<file path="src/rtl/bin_to_bcd_converter.sv">
// Sequential binary-to-BCD converter (double dabble) feeding the display driver
// stage. Converts one WIDTH-bit value, signed or unsigned, in WIDTH shift cycles.
module bin_to_bcd_converter #(
  parameter int unsigned WIDTH  = 32,
  parameter int unsigned DIGITS = 10
) (
  input  logic                  clk,
  input  logic                  rst_n,
  input  logic                  start,
  input  logic [WIDTH-1:0]      bin_in,
  input  logic                  signed_mode,
  output logic [4*DIGITS-1:0]   bcd_out,
  output logic                  neg,
  output logic                  busy,
  output logic                  done,
  output logic                  valid
);

  localparam int unsigned BCD_W = 4 * DIGITS;
  localparam int unsigned CNT_W = $clog2(WIDTH + 1);
  localparam int unsigned SH_W  = BCD_W + WIDTH;

  typedef enum logic {
    IDLE  = 1'b0,
    SHIFT = 1'b1
  } state_t;

  state_t             state;
  state_t             state_next;

  logic [WIDTH-1:0]   mag;
  logic [WIDTH-1:0]   mag_next;
  logic [BCD_W-1:0]   scratch;
  logic [BCD_W-1:0]   scratch_next;
  logic [CNT_W-1:0]   cnt;
  logic [CNT_W-1:0]   cnt_next;
  logic               sign;
  logic               sign_next;
  logic [BCD_W-1:0]   bcd_next;
  logic               neg_next;
  logic               done_next;
  logic               valid_next;

  logic               is_neg_in;
  logic               last_step;
  logic [SH_W-1:0]    shift_vec;

  // Add 3 to every digit that is 5 or more so the next left shift carries correctly.
  function automatic logic [BCD_W-1:0] dabble(input logic [BCD_W-1:0] s);
    logic [BCD_W-1:0] r;
    r = s;
    for (int unsigned i = 0; i < DIGITS; i++) begin
      if (s[4*i +: 4] >= 4'd5) begin
        r[4*i +: 4] = s[4*i +: 4] + 4'd3;
      end
    end
    return r;
  endfunction

  // Shared decode: sign of the incoming word, final step flag, one dabble/shift step.
  always_comb begin
    is_neg_in = signed_mode & bin_in[WIDTH-1];
    last_step = (cnt == CNT_W'(WIDTH - 1));
    shift_vec = {dabble(scratch), mag} << 1;
  end

  // State register.
  always_ff @(posedge clk or negedge rst_n) begin
    if (!rst_n) begin
      state <= IDLE;
    end else begin
      state <= state_next;
    end
  end

  // Next-state logic: start is only honoured in IDLE, so requests while busy are dropped.
  always_comb begin
    state_next = state;
    case (state)
      IDLE:    if (start) state_next = SHIFT;
      SHIFT:   if (last_step) state_next = IDLE;
      default: state_next = IDLE;
    endcase
  end

  // Output/datapath next values; results publish only on the final shift edge.
  always_comb begin
    mag_next     = mag;
    scratch_next = scratch;
    cnt_next     = cnt;
    sign_next    = sign;
    bcd_next     = bcd_out;
    neg_next     = neg;
    done_next    = 1'b0;
    valid_next   = valid;
    case (state)
      IDLE: begin
        if (start) begin
          // Two's complement negate; -2^(WIDTH-1) maps to itself, which is the correct unsigned magnitude.
          mag_next     = is_neg_in ? (~bin_in + WIDTH'(1)) : bin_in;
          sign_next    = is_neg_in;
          scratch_next = '0;
          cnt_next     = '0;
        end
      end
      SHIFT: begin
        scratch_next = shift_vec[SH_W-1:WIDTH];
        mag_next     = shift_vec[WIDTH-1:0];
        cnt_next     = cnt + CNT_W'(1);
        if (last_step) begin
          bcd_next   = shift_vec[SH_W-1:WIDTH];
          neg_next   = sign;
          done_next  = 1'b1;
          valid_next = 1'b1;
        end
      end
      default: ;
    endcase
  end

  // Datapath and output registers.
  always_ff @(posedge clk or negedge rst_n) begin
    if (!rst_n) begin
      mag     <= '0;
      scratch <= '0;
      cnt     <= '0;
      sign    <= 1'b0;
      bcd_out <= '0;
      neg     <= 1'b0;
      done    <= 1'b0;
      valid   <= 1'b0;
    end else begin
      mag     <= mag_next;
      scratch <= scratch_next;
      cnt     <= cnt_next;
      sign    <= sign_next;
      bcd_out <= bcd_next;
      neg     <= neg_next;
      done    <= done_next;
      valid   <= valid_next;
    end
  end

  // busy comes straight from the state flop.
  assign busy = (state == SHIFT);

endmodule

</file>
<file path="config.mk">
export PLATFORM = sky130hd
export DESIGN_NAME = bin_to_bcd_converter
export DESIGN_NICKNAME = d
export VERILOG_FILES = /design/src/rtl/bin_to_bcd_converter.sv
export SDC_FILE = /design/constraint.sdc
export NUM_CORES = 1
export LEC_CHECK = 0
export CORE_MARGIN = 2
export CORE_UTILIZATION = 23
export CTS_CLUSTER_DIAMETER = 40
export CTS_CLUSTER_SIZE = 10
export DETAILED_ROUTE_END_ITERATION = 12
export PLACE_DENSITY = 0.4
export SETUP_SLACK_MARGIN = 0.02
export SYNTH_ARGS = -nofsm -noshare
export SYNTH_HDL_FRONTEND = slang
export SYNTH_SLANG_ARGS = --single-unit
export TNS_END_PERCENT = 5
</file>
<file path="constraint.sdc">
create_clock -name clk -period 3.8 [get_ports clk]
set_clock_uncertainty 0.05 [all_clocks]
set_input_delay 0.38 -clock clk [delete_from_list [all_inputs] [get_ports clk]]
set_output_delay 0.38 -clock clk [all_outputs]
set_load 0.005 [all_outputs]
</file>
==> summary.md <==
| Metric | Value |
|---|---|
| Adder-Cell Fraction of Synth Area | 0.0420 |
| Max Clock Freq | 393 MHz |
| Status | finished, final reports clean |
| Clock Path Buffers | 2 |
| Hold WC Path Type | in -> async |
| Main flop type after synthesis | dfrtp_1 |
| Area growth, synth to finish | 28.1% |
| Worst Path Buf+Inv | 2 |
| Die height | 173 um |
| Die W | 173 um |
| GPL Wtd Cong | 0.763 |
| Post-Synth Simple-Gate Area | 0.165 |
| Share of layout cells above drive strength 1 | 0.102 |
| Final count of pins violating max slew | 0 |
| Top cell type's share of synthesized area | 0.469 |
| Period minus WS final | 2550 ps |
| Total power | 6.45 mW |
| Synth async-reset ratio | 1.00 |
| Synth area leaders | dfrtp_1 47%, a21oi_1 5.6%, nor3b_1 4.2% |
| CP cell instances | buf_4, clkdlybuf4s50_1 |
| Clock Power Share | 0.263 |
| Post_cts resized | 0 |
| Crit path capture type | output pin |
| Final period util | 0.670 |
| I/O Pins | 80 |
| CTS tree | done |
| Clock Root Buffer | clkbuf_16 |
| Top Family by Delay on Critical Path | buffers and inverters |
| Vias in the first global route | 5373 |
| Mapped Area | 0.00656 sq mm |
| Remaining antenna violation count after routing | 0 |
| Synth Area in XOR/XNOR | 0.0494 |
| Row cnt | 61 |
| Dpl hpwl | 10500 um |
| LEAKAGE | 3.49 nW |
| Net switching power | 2.25 mW |
| Drt first pass iters | 5 |
| Hold WS | 102 ps |
| Syn avg cell area | 9.82 sq um |
| Worst Path Required | 3370 ps |
| DRT iter0 DRCs | 215 |
| Synth Register Bits | 123 |
| EDFF count, synth | 0 |
| Area of the core | 0.0279 sq mm |
| Die Area | 0.0299 sq mm |
| # clock sinks | 123 |
| Clk slew on worst S/H paths | 70 ps |
| PortBufs | 79 |
| Beginning of the critical path | busy$_DFF_PN0_ |
| Most common cell after layout, fill and taps aside | dfrtp_1 |
| Reg-to-reg startpoint | cnt[0]$_DFFE_PN0P_ |
| Initial antenna violation count | 0 |
| Post-synthesis mux area share | 0.0729 |
| First-pass GRT wire length | 27400 um |
| DR vias | 5103 |
| Worst flop-to-flop path endpoint | bcd_out[30]$_DFFE_PN0P_ |
| Gr usage total | 0.112 |
| Switching fraction of total power | 0.348 |
| DRC viols | 0 |
| Setup_tns | 0 ps |
| H-tree depth | 4 |
| Post-synth top area cell | dfrtp_1 |
| Vias per Instance | 4.52 |
| Worst reg2reg path depth | 5 |
| Critical Path End | busy |
| Synthesized Nets | 726 |
| GRT Residual Overflow | 0 |
| Largest net degree at the start of global routing | 79 |
| Max_slew headroom | 0.317 |
| Final net count | 797 |
| CP max FO | 53 |
| Pwr/cell area | 768 mW/mm^2 |
| Worst-Skew Late Latency | 420 ps |
| Post-place setup slack | 977 ps |
| Peak VDD IR | 0.256 mV |
| Int Pwr | 4.21 mW |
| Register area share after synthesis | 0.469 |
| Final instance area | 0.00840 sq mm |
| WL per Instance | 14.0 um |
| Final WL | 15800 um |
| Initial core utilization | 0.235 |
| CTS buffer count | 17 |
| Yosys warning total | 0 |
| # hold bufs at CTS | 0 |
| Largest family of logic cells by synthesized area | compound AO/OA/AOI/OAI gates |
| RSZ-0062 raised after global routing | no |
| Post-synth cell types | 43 |
| Slew @ Worst Pin | 1020 ps |
| Worst path max stage delay | 610 ps |
| CP Class | reg -> out |
| WP data arrival | 2120 ps |
| Hold Violations, Final | 0 |
| # setup viols final | 0 |
| Startpoint Class | flop |
| PnR worst setup slack | 1250 ps |
| Placed standard-cell area | 0.00779 sq mm |
| Most frequent cells in the layout | 122 x dfrtp_1, 77 x clkdlybuf4s50_1, 73 x a21oi_1, 51 x o21ai_0, 46 x nand2_1 |
| Max Cap Viol | 0 |
| Postcts setup bufs | 0 |
| Flop2flop setup slack | 1620 ps |
| Crit. path cell count | 2 |
| Ant diodes | 0 |
| Compound-Gate Fraction of Synth Area | 0.167 |
| Mapped Cells | 668 |
| Reg power frac | 0.355 |
| Power share of the combinational group | 0.382 |
| Crit-path slowest cell | clkdlybuf4s50_1 |
[flip-flops by register name, summed over array words and instances (netlist names)]
signal / count
scratch: 40
mag: 32
busy: 1
cnt: 6
sign: 1
valid: 1
done: 1
neg: 1
bcd_out: 40
[per-stage QoR]
step / cells / util
after floorplan: 668 / -
after global placement: 1098 / 0.279
after detailed placement: 1098 / 0.279
after CTS: 1130 / 0.301
after global routing: 1130 / 0.301
final: 1130 / 0.301
[power by group through the flow]
| stage | registers, mW | logic (mW) | clock network (mW) |
|---|---|---|---|
| after floorplan | 2.22 | 1.64 | 0 |
| after global placement | 2.30 | 2.44 | 0 |
| after detailed placement | 2.32 | 2.50 | 0 |
| after CTS | 2.30 | 2.51 | 1.76 |
| after global routing | 2.38 | 2.83 | 1.82 |
| final | 2.29 | 2.47 | 1.70 |
[per-layer routing]
metal / track usage / share of wire / vias to the layer above
li1: - / - / 2513
met3: 0.0317 / 0.044 / 20
met1: 0.145 / 0.48 / 2476
met5: 0 / 0 / -
met2: 0.178 / 0.46 / 94
met4: 0.0403 / 0.015 / 0
[how the worst min path moves through the flow]
stage / start / endpoint / slack [ps] / depth (start not counted)
2_1_floorplan: rst_n / bcd_out[0]$_DFFE_PN0P_ / 30 / 0
3_3_place_gp: mag[7]$_DFFE_PN0P_ / mag[8]$_DFFE_PN0P_ / 410 / 2
3_5_place_dp: mag[10]$_DFFE_PN0P_ / mag[11]$_DFFE_PN0P_ / 420 / 2
4_1_cts: rst_n / bcd_out[26]$_DFFE_PN0P_ / 130 / 1
5_1_grt: rst_n / bcd_out[21]$_DFFE_PN0P_ / 170 / 1
6_report: rst_n / bcd_out[22]$_DFFE_PN0P_ / 100 / 1
[Yosys cell counts, drive strengths merged (22+ instances only)]
cell type / n
a21oi: 73
dfrtp: 123
inv: 23
o21ai: 59
mux2: 22
ha: 22
o31ai: 29
nor2: 33
nor3b: 37
nand2b: 42
clkbuf: 32
mux2i: 23
nand2: 46
[final cells by class]
cell class | count | area (sq um)
clock inverters | 15 | 186
repair buffers | 89 | 883
well taps | 378 | 473
inverters | 23 | 86.3
clock buffers | 17 | 425
multi-input cells | 485 | 3260
fillers | 2937 | 19500
flip-flops and latches | 123 | 3080
[kinds of logic (layout without fill, tap and decap cells)]
logic type,count (synthesis),after routing
muxes,45,45
xor gates and xnor gates,37,37
and+or+nand+nor,196,196
adders and majority gates,22,22
AOI/OAI and AO/OA,185,185
DFF,123,123
buffers and inverters,60,144
(Power assumes the default switching activity.)
